## src/rtl/uart_rx_param.sv

```systemverilog
// Parametrised UART receiver with synchroniser, false-start rejection and valid/ready output.
// Define UART_RX_MAJORITY_EN for 2-of-3 voting around each mid-bit sample.
module uart_rx_param #(
  parameter int DATA_BITS   = 8,
  parameter int OVERSAMPLE  = 16,
  parameter int SYNC_STAGES = 2
) (
  input  logic                 clk,
  input  logic                 a_resetn,
  input  logic                 rx,
  input  logic                 b_tick,
  input  logic [1:0]           parity,
  input  logic                 stop2,
  input  logic                 rx_ready,
  output logic [DATA_BITS-1:0] dout,
  output logic                 rx_valid,
  output logic                 parity_err,
  output logic                 frame_err,
  output logic                 overrun
);

  localparam int CW = $clog2(OVERSAMPLE);
  localparam int BW = $clog2(DATA_BITS + 1);
  localparam logic [CW-1:0] MID_DEC = CW'(OVERSAMPLE / 2 + 1);
  localparam logic [CW-1:0] BIT_END = CW'(OVERSAMPLE - 1);
  localparam logic [BW-1:0] LAST_BIT = BW'(DATA_BITS - 1);

  typedef enum logic [2:0] {
    S_IDLE,
    S_START,
    S_DATA,
    S_PARITY,
    S_STOP
  } state_e;

  state_e                 state_q, state_d;
  logic [SYNC_STAGES-1:0] sync_q, sync_d;
  logic [1:0]             hist_q, hist_d;
  logic [CW-1:0]          cnt_q, cnt_d;
  logic [BW-1:0]          bit_q, bit_d;
  logic [DATA_BITS-1:0]   shift_q, shift_d;
  logic [1:0]             pmode_q, pmode_d;
  logic                   stop2_q, stop2_d;
  logic                   perr_p_q, perr_p_d;
  logic                   ferr_p_q, ferr_p_d;
  logic                   armed_q, armed_d;
  logic [DATA_BITS-1:0]   dout_q, dout_d;
  logic                   valid_q, valid_d;
  logic                   pe_q, pe_d;
  logic                   fe_q, fe_d;
  logic                   ovr_q, ovr_d;

  logic rxs;
  logic samp;
  logic par_en;
  logic done;
  logic ferr_now;
  logic take;

  assign rxs    = sync_q[SYNC_STAGES-1];
  assign sync_d = {sync_q[SYNC_STAGES-2:0], rx};
  assign hist_d = b_tick ? {hist_q[0], rxs} : hist_q;
  assign par_en = pmode_q[0] ^ pmode_q[1];

  // Decision is taken one tick after mid so the vote can see mid+1.
`ifdef UART_RX_MAJORITY_EN
  assign samp = (hist_q[1] & hist_q[0]) |
                (hist_q[1] & rxs) |
                (hist_q[0] & rxs);
`else
  assign samp = hist_q[0];
`endif

  always_comb begin
    state_d  = state_q;
    cnt_d    = cnt_q;
    bit_d    = bit_q;
    shift_d  = shift_q;
    pmode_d  = pmode_q;
    stop2_d  = stop2_q;
    perr_p_d = perr_p_q;
    ferr_p_d = ferr_p_q;
    ferr_now = ferr_p_q;
    done     = 1'b0;
    // A new start needs rx seen high while idle, so breaks don't retrigger.
    armed_d  = (state_q == S_IDLE) & (armed_q | rxs);
    unique case (state_q)
      S_IDLE: begin
        if (armed_q && !rxs) begin
          state_d  = S_START;
          cnt_d    = '0;
          bit_d    = '0;
          pmode_d  = parity;
          stop2_d  = stop2;
          perr_p_d = 1'b0;
          ferr_p_d = 1'b0;
        end
      end
      S_START: begin
        if (b_tick) begin
          cnt_d = cnt_q + 1'b1;
          if (cnt_q == MID_DEC) begin
            cnt_d   = '0;
            state_d = samp ? S_IDLE : S_DATA;
          end
        end
      end
      S_DATA: begin
        if (b_tick) begin
          cnt_d = cnt_q + 1'b1;
          if (cnt_q == BIT_END) begin
            cnt_d   = '0;
            shift_d = {samp, shift_q[DATA_BITS-1:1]};
            bit_d   = bit_q + 1'b1;
            if (bit_q == LAST_BIT) begin
              bit_d   = '0;
              state_d = par_en ? S_PARITY : S_STOP;
            end
          end
        end
      end
      S_PARITY: begin
        if (b_tick) begin
          cnt_d = cnt_q + 1'b1;
          if (cnt_q == BIT_END) begin
            cnt_d    = '0;
            perr_p_d = pmode_q[0] ? ~(^shift_q ^ samp)
                                  : (^shift_q ^ samp);
            state_d  = S_STOP;
          end
        end
      end
      S_STOP: begin
        if (b_tick) begin
          cnt_d = cnt_q + 1'b1;
          if (cnt_q == BIT_END) begin
            cnt_d    = '0;
            ferr_now = ferr_p_q | ~samp;
            ferr_p_d = ferr_now;
            if (stop2_q && bit_q == '0) begin
              bit_d = BW'(1);
            end else begin
              bit_d   = '0;
              state_d = S_IDLE;
              done    = 1'b1;
            end
          end
        end
      end
      default: state_d = S_IDLE;
    endcase
  end

  always_comb begin
    take    = valid_q & rx_ready;
    valid_d = valid_q & ~take;
    dout_d  = dout_q;
    pe_d    = pe_q;
    fe_d    = fe_q;
    ovr_d   = 1'b0;
    if (done) begin
      if (!valid_q || take) begin
        dout_d  = shift_q;
        pe_d    = perr_p_q;
        fe_d    = ferr_now;
        valid_d = 1'b1;
      end else begin
        ovr_d = 1'b1;
      end
    end
  end

  always_ff @(posedge clk or negedge a_resetn) begin
    if (!a_resetn) begin
      state_q  <= S_IDLE;
      sync_q   <= '1;
      hist_q   <= '1;
      cnt_q    <= '0;
      bit_q    <= '0;
      shift_q  <= '0;
      pmode_q  <= '0;
      stop2_q  <= 1'b0;
      perr_p_q <= 1'b0;
      ferr_p_q <= 1'b0;
      armed_q  <= 1'b0;
      dout_q   <= '0;
      valid_q  <= 1'b0;
      pe_q     <= 1'b0;
      fe_q     <= 1'b0;
      ovr_q    <= 1'b0;
    end else begin
      state_q  <= state_d;
      sync_q   <= sync_d;
      hist_q   <= hist_d;
      cnt_q    <= cnt_d;
      bit_q    <= bit_d;
      shift_q  <= shift_d;
      pmode_q  <= pmode_d;
      stop2_q  <= stop2_d;
      perr_p_q <= perr_p_d;
      ferr_p_q <= ferr_p_d;
      armed_q  <= armed_d;
      dout_q   <= dout_d;
      valid_q  <= valid_d;
      pe_q     <= pe_d;
      fe_q     <= fe_d;
      ovr_q    <= ovr_d;
    end
  end

  assign dout       = dout_q;
  assign rx_valid   = valid_q;
  assign parity_err = pe_q;
  assign frame_err  = fe_q;
  assign overrun    = ovr_q;

endmodule

```

## config.mk

```make
export PLATFORM = sky130hd
export DESIGN_NAME = uart_rx_param
export DESIGN_NICKNAME = d
export VERILOG_FILES = /design/src/rtl/uart_rx_param.sv
export SDC_FILE = /design/constraint.sdc
export NUM_CORES = 1
export LEC_CHECK = 0
export CORE_MARGIN = 4
export CORE_UTILIZATION = 55
export CTS_CLUSTER_DIAMETER = 100
export DETAILED_ROUTE_END_ITERATION = 12
export DONT_BUFFER_PORTS = 1
export GPL_TIMING_DRIVEN = 0
export PLACE_DENSITY_LB_ADDON = 0.08
export SLEW_MARGIN = 20
export SYNTH_ARGS = -nofsm -noshare
export SYNTH_HDL_FRONTEND = slang
export SYNTH_SLANG_ARGS = --single-unit
```

## constraint.sdc

```tcl
create_clock -name clk -period 2.2 [get_ports clk]
set_clock_uncertainty 0.2 [all_clocks]
set_input_delay 0 -clock clk [delete_from_list [all_inputs] [get_ports clk]]
set_output_delay 0 -clock clk [all_outputs]
set_load 0.1 [all_outputs]
```

==> results.py, run 1 <==
metrics = {
    "outcome": {
        "status": "complete, no violations",
    },
    "setup_path": {
        "critPathBufInv": 1,
        "startpoint_type": "register",
        "worstPathArrival_ns": 2.22,
        "end_kind": "register",
        "r2r_slack_ns": 0.06,
        "max_stage_delay_ns": 0.47,
        "crit_family": "simple AND/OR/NAND/NOR gates",
        "cp.required_ns": 2.28,
        "critPathMaxFanout": 5,
        "critPathKind": "reg2reg",
        "crit_chain": "or3_4, or3b_4, buf_6, and2_4, or2_4, o22ai_2",
        "cp_slowest_cell": "dfrtp_1",
    },
    "power_and_ir_drop": {
        "ir_drop_v": 0.0005353,
        "p_per_area_nw_per_um2": 905.1,
        "leakagePower_uw": 0.001082,
    },
    "yosys": {
        "yosys.area.top_type_share": 0.4744,
        "yosys-top-cells-area": "dfrtp_1 (47%), mux2_2 (11%), xnor2_1 (4.9%)",
        "seq_area_frac_synth": 0.5147,
        "yosysWarningCount": 0,
        "synth_most_common_cell": "dfrtp_1",
        "yosysTopAreaCell": "dfrtp_1",
        "synthCells": 179,
        "synth-async-reset-ratio": 1.000,
        "ys_dominant_reg_cell": "dfrtp_1",
        "synth_common_cells": "dfrtp_1 (37), nand2_1 (21), mux2_2 (19), nor2_1 (11), xnor2_1 (11)",
        "synth_area_um2": 1952,
        "synth_nets": 191,
        "synth-seq-cells": 40,
        "syn_area_per_cell_um2": 10.90,
        "synth_edf_count": 0,
        "ys_types": 40,
    },
    "die": {
        "dieWidth_um": 67.57,
        "dieArea_um2": 4566,
        "core_area_um2": 3390,
        "ios": 20,
        "placement_rows": 21,
        "initial_core_util": 0.5759,
        "die-height_um": 67.57,
    },
    "clocking": {
        "cts_htree_levels": 2,
        "clock-sinks": 40,
        "cts_buffers": 5,
        "cts.clk_slew.worst_paths_ns": 0.11,
        "cts_tree": "built",
        "root_buffer": "clkbuf_4",
        "cts_max_path_buffers": 2,
        "worstSkewPairLatency_ns": 0.35,
    },
    "sta": {
        "period_share": 0.9713,
        "relSlewSlack": 0.3916,
        "fin_crit_ns": 2.137,
        "slew_violations": 0,
        "hold_viol_final": 0,
        "worst_hold_slack_ns": 0.08454,
        "max_slew.worst_pin.slew_ns": 0.9126,
        "fmax_mhz": 468.0,
        "setup_viol": 0,
        "rsz0062_at_grt": "yes",
    },
    "drt": {
        "drt_iter0_drc": 68,
        "vias": 1362,
        "wl_mm": 3.564,
        "drtAntennaViolNets": 0,
        "wl_per_cell_um": 14.20,
        "drc": 0,
        "drtPass1Iterations": 4,
        "vias_per_cell": 5.426,
    },
    "flow_run": {
        "drv_cap": 0,
    },
    "min_path": {
        "hold_class": "in2reg",
    },
    "global_routing": {
        "grt-ovfl-total": 0,
        "antenna_found_initial": 0,
        "grt_start_max_net_pins": 38,
        "grt_pass1_vias": 1336,
        "grtUsageTotal": 0.1803,
        "grt_pass1_wl_mm": 6.058,
    },
    "finish": {
        "syn2layout_area_growth_pct": 19.04,
        "antenna_cells": 0,
        "multi_input_area_um2": 918.4,
        "fin_util": 0.6855,
        "n_fill_cell": 248,
        "fin_nets": 216,
        "seq_area_um2": 1005,
        "drive_above_1_share": 0.2878,
    },
    "placement": {
        "port_buffers": 0,
        "gp_congestion": 0.8050,
        "dp_hpwl_mm": 2.454,
    },
}
[through the flow]
step | std cells | setup TNS, ns | power (uW) | worst slack [ns] | cell area, um2
2_1_floorplan | 179 | 0 | 1421 | 0.08169 | 1952
3_3_place_gp | 225 | -1.327 | 1498 | -0.1447 | 2009
3_5_place_dp | 225 | -1.778 | 1533 | -0.1982 | 2009
4_1_cts | 250 | 0 | 2116 | 0.01434 | 2288
5_1_grt | 251 | -0.008946 | 2243 | -0.004828 | 2323
6_report | 251 | 0 | 2103 | 0.06314 | 2323
[path summary, 6_finish.rpt]
check                                       start                     end  cells after the start
max                        state_q[0]$_DFFE_PN0P_    cnt_q[1]$_DFFE_PN0P_                      6
min                                     parity[1]  pmode_q[1]$_DFFE_PN0P_                      3
max reg2reg                state_q[0]$_DFFE_PN0P_    cnt_q[1]$_DFFE_PN0P_                      6
min reg2reg                   sync_q[0]$_DFF_PN1_     sync_q[1]$_DFF_PN1_                      0
max in group asynchronous                a_resetn     dout[3]$_DFFE_PN0P_                      4
min in group asynchronous                a_resetn     sync_q[0]$_DFF_PN1_                      3
[repair_timing]
action                                 CTS  global route
gates cloned                             0             0
hold buffers                            11             0
pin swaps                                2             5
gates resized for setup                  3            10
endpoints found under the hold margin   56             0
setup endpoints to repair               22            15
buffers inserted                         6             2
[power breakdown]
part	total (uW)	internal, uW	switching, uW
registers	948	840	107
clock network	515	272	242
logic	641	326	314
[area by class of cell]
type	count	area share
Buffer	5	0.01562
Clock buffer	6	0.02208
Clock inverter	2	0.01669
Inverter	7	0.01131
Multi-Input combinational cell	126	0.3953
Sequential cell	40	0.4324
Tap cell	46	0.02477
Timing Repair Buffer	19	0.08185
[worst min-delay path, stage by stage]
cell	delay, ns
dlygate4sd3_1	0.52
nand2_1	0.05
nand2_1	0.04
[cells in the final DEF, fill, tap and decap left out, types with 5 or more instances in the layout]
| cell | Yosys | final |
|---|---|---|
| a21oi_1 | 6 | 6 |
| buf_4 | 0 | 8 |
| clkbuf_4 | 0 | 5 |
| dfrtp_1 | 37 | 37 |
| dlygate4sd3_1 | 0 | 9 |
| inv_1 | 7 | 7 |
| mux2_2 | 19 | 19 |
| nand2_1 | 21 | 21 |
| nand3_1 | 5 | 5 |
| nor2_1 | 11 | 10 |
| o21ai_0 | 10 | 10 |
| xnor2_1 | 11 | 11 |
[registers in the layout, indices dropped and copies added, names as in the netlist, 2 cells and up]
signal / flops
cnt_q: 4
pmode_q: 2
sync_q: 2
dout: 8
bit_q: 4
shift_q: 8
state_q: 3
[per-layer routing]
layer / routed length, um / up-vias / track usage
met5: 0 / - / 0
met4: 52 / 0 / 0.06076
met3: 138 / 6 / 0.05657
met2: 1659 / 23 / 0.2758
met1: 1713 / 664 / 0.2412
li1: - / 669 / -
[cell families (layout without fill, tap and decap cells)]
family                     after synthesis  in the layout  share of synthesized area
xor gates and xnor gates                11             11                    0.04936
and+or+nand+nor                         63             63                     0.1718
DFF                                     40             40                     0.5147
AOI/OAI and AO/OA                       28             28                    0.09680
buffers and inverters                   13             39                    0.02692
adders and majority gates                4              4                    0.02564
muxes                                   20             20                     0.1147
Power figures use the tool's default switching activity.
==> run 2: changes to the inputs <==
--- a/config.mk
+++ b/config.mk
@@ -6,7 +6,7 @@
 export NUM_CORES = 1
 export LEC_CHECK = 0
 export CORE_MARGIN = 4
-export CORE_UTILIZATION = 55
+export CORE_UTILIZATION = 28
 export CTS_CLUSTER_DIAMETER = 100
 export DETAILED_ROUTE_END_ITERATION = 12
 export DONT_BUFFER_PORTS = 1
==> run 2 against run 1 <==
  * Sequential share of layout area shrank 0.93 points
  * Cell count grew 19%
  * Setup slack lost 0.031 ns
  * Critical path depth shrank 1
  * Core utilization shrank 34 points
  * Die area grew 83%
  * Highest routed layer unchanged
  * Via count grew 2.1%
  * Register-to-register slack lost 0.03 ns
  * Clock-buffer cell count is the same
  * First-iteration DRC count shrank 34%
  * Global-route usage shrank 7.7 points
  * Largest power group unchanged
  * Flip-flop and latch count is the same
==> results.py, run 2 (synthesis gave the netlist of run 1 again) <==
metrics = {
    "outcome": {
        "status": "complete, no violations",
    },
    "power_and_ir_drop": {
        "p_comb_frac": 0.285,
        "p_per_area_nw_per_um2": 931.6,
        "ir_drop_v": 0.0003018,
        "power.switching_uw": 675.7,
        "finalPower_uw": 2212,
        "leakagePower_uw": 0.001070,
        "p_sw_frac": 0.3054,
        "internal_power_uw": 1537,
        "power_frac_clock": 0.289,
        "pwr-share-seq": 0.426,
    },
    "placement": {
        "port_buffers": 0,
        "dp_hpwl_mm": 2.751,
        "gp_congestion": 0.7612,
        "dpl_cell_area_um2": 2072,
        "place_inst": 275,
    },
    "setup_path": {
        "end_kind": "register",
        "startpoint_type": "register",
        "cp_slowest_cell": "or4b_1",
        "cp-startpoint": "state_q[0]$_DFFE_PN0P_",
        "critPathMaxFanout": 7,
        "cp.required_ns": 2.23,
        "crit_family": "simple AND/OR/NAND/NOR gates",
        "max_stage_delay_ns": 0.51,
        "worstPathArrival_ns": 2.20,
        "crit_chain": "or3_4, nor3b_4, nor2_2, or4b_1, nand2_1",
        "worstReg2RegStart": "state_q[0]$_DFFE_PN0P_",
        "critPathBufInv": 0,
        "critPathKind": "reg2reg",
    },
    "drt": {
        "wl_per_cell_um": 13.46,
        "vias_per_cell": 4.668,
        "drt_iter0_drc": 45,
        "drtAntennaViolNets": 0,
        "vias": 1391,
        "wl_mm": 4.010,
        "drtPass1Iterations": 4,
        "drc": 0,
    },
    "die": {
        "dieArea_um2": 8370,
        "core_area_um2": 6794,
        "placement_rows": 30,
        "initial_core_util": 0.2873,
        "die-height_um": 91.49,
        "dieWidth_um": 91.49,
        "ios": 20,
    },
    "min_path": {
        "worstHoldStart": "b_tick",
        "hold_class": "in2reg",
    },
    "clocking": {
        "worstSkewPairLatency_ns": 0.29,
        "clock-sinks": 40,
        "cts_htree_levels": 2,
        "cts_max_path_buffers": 2,
        "cts.clk_slew.worst_paths_ns": 0.08,
        "cts_tree": "built",
        "root_buffer": "clkbuf_8",
        "cts_buffers": 5,
    },
    "sta": {
        "period_share": 0.9855,
        "max_slew.worst_pin.slew_ns": 0.9017,
        "slew_violations": 0,
        "tns_ns": 0,
        "fmax_mhz": 461.2,
        "fin_crit_ns": 2.168,
        "relSlewSlack": 0.3989,
        "rsz0062_at_grt": "yes",
        "hold_viol_final": 0,
        "worst_hold_slack_ns": 0.04672,
        "setup_viol": 0,
    },
    "finish": {
        "drive_above_1_share": 0.2673,
        "antenna_cells": 0,
        "final_common_cell": "dfrtp_1",
        "final_cells": 298,
        "fin_area_um2": 2375,
        "final_cell_mix": "dfrtp_1 (37), nand2_1 (21), mux2_2 (19), xnor2_1 (11)",
        "n_fill_cell": 697,
        "fin_nets": 213,
        "syn2layout_area_growth_pct": 21.67,
    },
    "flow_run": {
        "drv_cap": 0,
    },
    "global_routing": {
        "grt_start_max_net_pins": 38,
        "antenna_found_initial": 0,
        "grtUsageTotal": 0.1036,
        "grt-ovfl-total": 0,
        "grt_pass1_vias": 1396,
        "grt_pass1_wl_mm": 6.782,
    },
}
run 2: cell count changes in the layout (fill, tap and decap cells not counted), moves of 2 or more:
cell / previous run / this run
buf_4: 8 / 6
clkbuf_1: 1 / 3
clkbuf_4: 5 / 0
clkbuf_8: 1 / 6
dlygate4sd3_1: 9 / 7
run 2: layout make-up:
cell class | instances | area (um2) | share of cell area
plain buffers | 6 | 38.79 | 0.01633
clock buffers | 6 | 82.58 | 0.03477
clock inverters | 2 | 38.79 | 0.01633
inverters | 7 | 26.28 | 0.01106
multi-input cells | 126 | 908.4 | 0.3825
flip-flops and latches | 40 | 1005 | 0.4231
well taps | 96 | 120.1 | 0.05058
repair buffers | 15 | 155.1 | 0.06533
run 2: worst register-to-register path, cell delays in order (launching register included):
cell and delay [ns]:
dfrtp_1 0.45, or3_4 0.39, nor3b_4 0.35, nor2_2 0.14
or4b_1 0.51, nand2_1 0.07
run 2: worst paths after layout:
path	to	slack, ns	depth (start not counted)
min in group asynchronous	bit_q[1]$_DFFE_PN0P_	0.06	3
min reg2reg	sync_q[1]$_DFF_PN1_	0.16	0
max in group asynchronous	state_q[1]$_DFFE_PN0P_	1.54	3
min	rx_valid$_DFF_PN0_	0.05	4
max	bit_q[2]$_DFFE_PN0P_	0.03	5
max reg2reg	bit_q[2]$_DFFE_PN0P_	0.03	5
run 2: stage by stage:
step                      setup WS (ns)  utilization
final                           0.03190       0.3495
after global placement          -0.2252       0.3050
after floorplan                 0.08169            -
after global routing           -0.06205       0.3495
after detailed placement        -0.2445       0.3050
after CTS                       0.02599       0.3462
run 2: repair_timing:
action                                  4_1_cts  5_1_grt
buffers inserted                              5        1
hold buffers                                  9        0
hold endpoints to repair                     55        0
resized for setup                             3        5
pin swaps                                     2        3
endpoints found under the setup margin       12       21
run 2: power by group through the flow:
stage	clock [uW]	combinational [uW]	sequential, uW
finish	639	631	943
global route	698	724	964
CTS	670	634	945
detailed placement	0	562	967
global placement	0	548	965
floorplan	0	481	939
run 2: routing by layer:
metal  GRT usage  wire length, um  vias up
met1      0.1346             1979      696
met5           0                0        -
li1            -                -      665
met2      0.1534             1789       23
met3     0.04060              196        7
met4     0.04146               44        0
==> run 3: changes to the inputs <==
--- a/config.mk
+++ b/config.mk
@@ -11,7 +11,7 @@
 export DETAILED_ROUTE_END_ITERATION = 12
 export DONT_BUFFER_PORTS = 1
 export GPL_TIMING_DRIVEN = 0
-export PLACE_DENSITY_LB_ADDON = 0.08
+export RECOVER_POWER = 25
 export SLEW_MARGIN = 20
 export SYNTH_ARGS = -nofsm -noshare
 export SYNTH_HDL_FRONTEND = slang
==> run 3 against run 2 <==
  * Largest power group unchanged
  * Core utilization up 0.81 points
  * Critical path depth unchanged
  * Routed wire length increased by 0.27%
  * Clock-buffer cell count fell by 1
  * Flip-flop and latch count is the same
  * Largest cell class unchanged
  * Non-clock buffer count is 3 higher
  * Sequential share of layout area is 0.86 points lower
==> results.py, run 3 (synthesis gave the netlist of run 1 again) <==
metrics = {
    "setup_path": {
        "reg2reg_depth": 5,
        "cp_slowest_cell": "or4b_1",
        "worstReg2RegStart": "state_q[2]$_DFFE_PN0P_",
        "critPathMaxFanout": 7,
        "startpoint_type": "register",
        "worstPathArrival_ns": 2.21,
        "r2r_slack_ns": 0.03,
        "cp.required_ns": 2.24,
        "cp-startpoint": "state_q[2]$_DFFE_PN0P_",
        "crit_chain": "or3_4, nor3b_4, nor2_4, or4b_1, nand2_1",
        "critPathKind": "reg2reg",
        "end_kind": "register",
        "r2r-end": "bit_q[2]$_DFFE_PN0P_",
        "max_stage_delay_ns": 0.50,
    },
    "die": {
        "ios": 20,
        "dieWidth_um": 91.49,
        "initial_core_util": 0.2873,
        "die-height_um": 91.49,
        "dieArea_um2": 8370,
        "core_area_um2": 6794,
        "placement_rows": 30,
    },
    "drt": {
        "wl_per_cell_um": 13.36,
        "vias": 1368,
        "drc": 0,
        "drtPass1Iterations": 4,
        "drt_iter0_drc": 100,
        "wl_mm": 4.021,
        "vias_per_cell": 4.545,
        "drtAntennaViolNets": 0,
    },
    "min_path": {
        "hold_path_end": "sync_q[0]$_DFF_PN1_",
        "hold_class": "in2reg",
        "holdPathStages": 1,
        "worstHoldStart": "rx",
    },
    "finish": {
        "fin_nets": 216,
        "multi_input_area_um2": 972.2,
        "final_cell_mix": "dfrtp_1 (35), nand2_1 (20), mux2_2 (18), buf_4 (11), xnor2_1 (11)",
        "final_common_cell": "dfrtp_1",
        "syn2layout_area_growth_pct": 24.49,
        "antenna_cells": 0,
        "fin_area_um2": 2430,
        "drive_above_1_share": 0.3366,
        "n_fill_cell": 669,
        "seq_area_um2": 1007,
    },
    "placement": {
        "dp_hpwl_mm": 2.584,
        "port_buffers": 0,
        "gp_congestion": 0.7853,
        "dpl_cell_area_um2": 2072,
        "pre_cts_slack_ns": -0.2693,
    },
    "clocking": {
        "root_buffer": "clkbuf_8",
        "cts_max_path_buffers": 2,
        "cts_tree": "built",
        "cts_htree_levels": 2,
        "clock-sinks": 40,
        "worstSkewPairLatency_ns": 0.29,
        "cts_buffers": 5,
        "cts.clk_slew.worst_paths_ns": 0.08,
    },
    "global_routing": {
        "antenna_found_initial": 0,
        "grt_pass1_vias": 1352,
        "grt_start_max_net_pins": 38,
        "grt_pass1_wl_mm": 6.693,
        "grt-ovfl-total": 0,
        "grtUsageTotal": 0.09958,
    },
    "sta": {
        "setup_viol": 0,
        "hold_viol_final": 0,
        "fin_crit_ns": 2.172,
        "setup_ws_ns": 0.02801,
        "fmax_mhz": 460.4,
        "rsz0062_at_grt": "yes",
        "slew_violations": 0,
        "max_slew.worst_pin.slew_ns": 0.9097,
        "period_share": 0.9873,
        "relSlewSlack": 0.3935,
        "tns_ns": 0,
    },
    "flow_run": {
        "drv_cap": 0,
    },
    "power_and_ir_drop": {
        "ir_drop_v": 0.0004082,
        "p_per_area_nw_per_um2": 920.4,
        "leakagePower_uw": 0.001087,
        "finalPower_uw": 2236,
    },
    "outcome": {
        "status": "complete, no violations",
    },
}
[run 3: changes by cell type in the layout (fill, tap and decap cells not counted), moves of 2 or more]
cell | previous run | this run
nor2_2 | 2 | 0
dfrtp_2 | 0 | 2
ha_1 | 4 | 2
nor2_4 | 1 | 3
dfrtp_1 | 37 | 35
buf_12 | 2 | 0
buf_4 | 6 | 11
clkbuf_2 | 0 | 2
[run 3: worst max path at each step]
stage | slack [ns] | to | cells after the start
floorplan | 0.08 | dout[0]$_DFFE_PN0P_ | 6
global placement | -0.23 | dout[7]$_DFFE_PN0P_ | 6
detailed placement | -0.27 | parity_err$_DFFE_PN0P_ | 6
CTS | 0.003 | cnt_q[1]$_DFFE_PN0P_ | 6
global route | -0.04 | bit_q[2]$_DFFE_PN0P_ | 5
finish | 0.03 | bit_q[2]$_DFFE_PN0P_ | 5
[run 3: power by group]
part	switching, uW	total (uW)	internal [uW]
combinational	321	673	352
sequential	122	963	842
clock	264	600	336
total	707	2240	1530
[run 3: final cells by class]
class / instances / area share
sequential: 40 / 0.4145
multi-input combinational: 126 / 0.4001
tap: 96 / 0.04943
clock inverter: 3 / 0.01751
inverter: 7 / 0.01081
timing repair buffer: 20 / 0.06797
buffer: 4 / 0.01133
clock buffer: 5 / 0.02832
[run 3: worst max-delay path, delay by kind of cell, from the launching register on]
family           cells  cell delay [ns]
flip-flops           1             0.45
AND/OR/NAND/NOR      5             1.47
[run 3: routing by layer]
metal,routed length [um],vias up,GRT usage
li1,-,669,-
met1,1901,667,0.1356
met2,1858,28,0.1522
met3,220,4,0.03148
met4,40,0,0.02638
met5,0,-,0
[run 3: what timing repair did]
action / CTS / global route
hold buffers: 9 / 0
pin swaps: 2 / 6
gates cloned: 0 / 1
endpoints found under the hold margin: 55 / 0
buffers inserted: 3 / 7
gates resized for setup: 6 / 25
setup endpoints to repair: 15 / 16
[run 3: metrics by stage]
stage / util / std cells / hold slack, ns
2_1_floorplan: - / 179 / -0.4956
5_1_grt: 0.3576 / 301 / 0.04794
3_3_place_gp: 0.3050 / 275 / -0.4932
3_5_place_dp: 0.3050 / 275 / -0.4933
6_report: 0.3576 / 301 / 0.04762
4_1_cts: 0.3446 / 295 / 0.03522
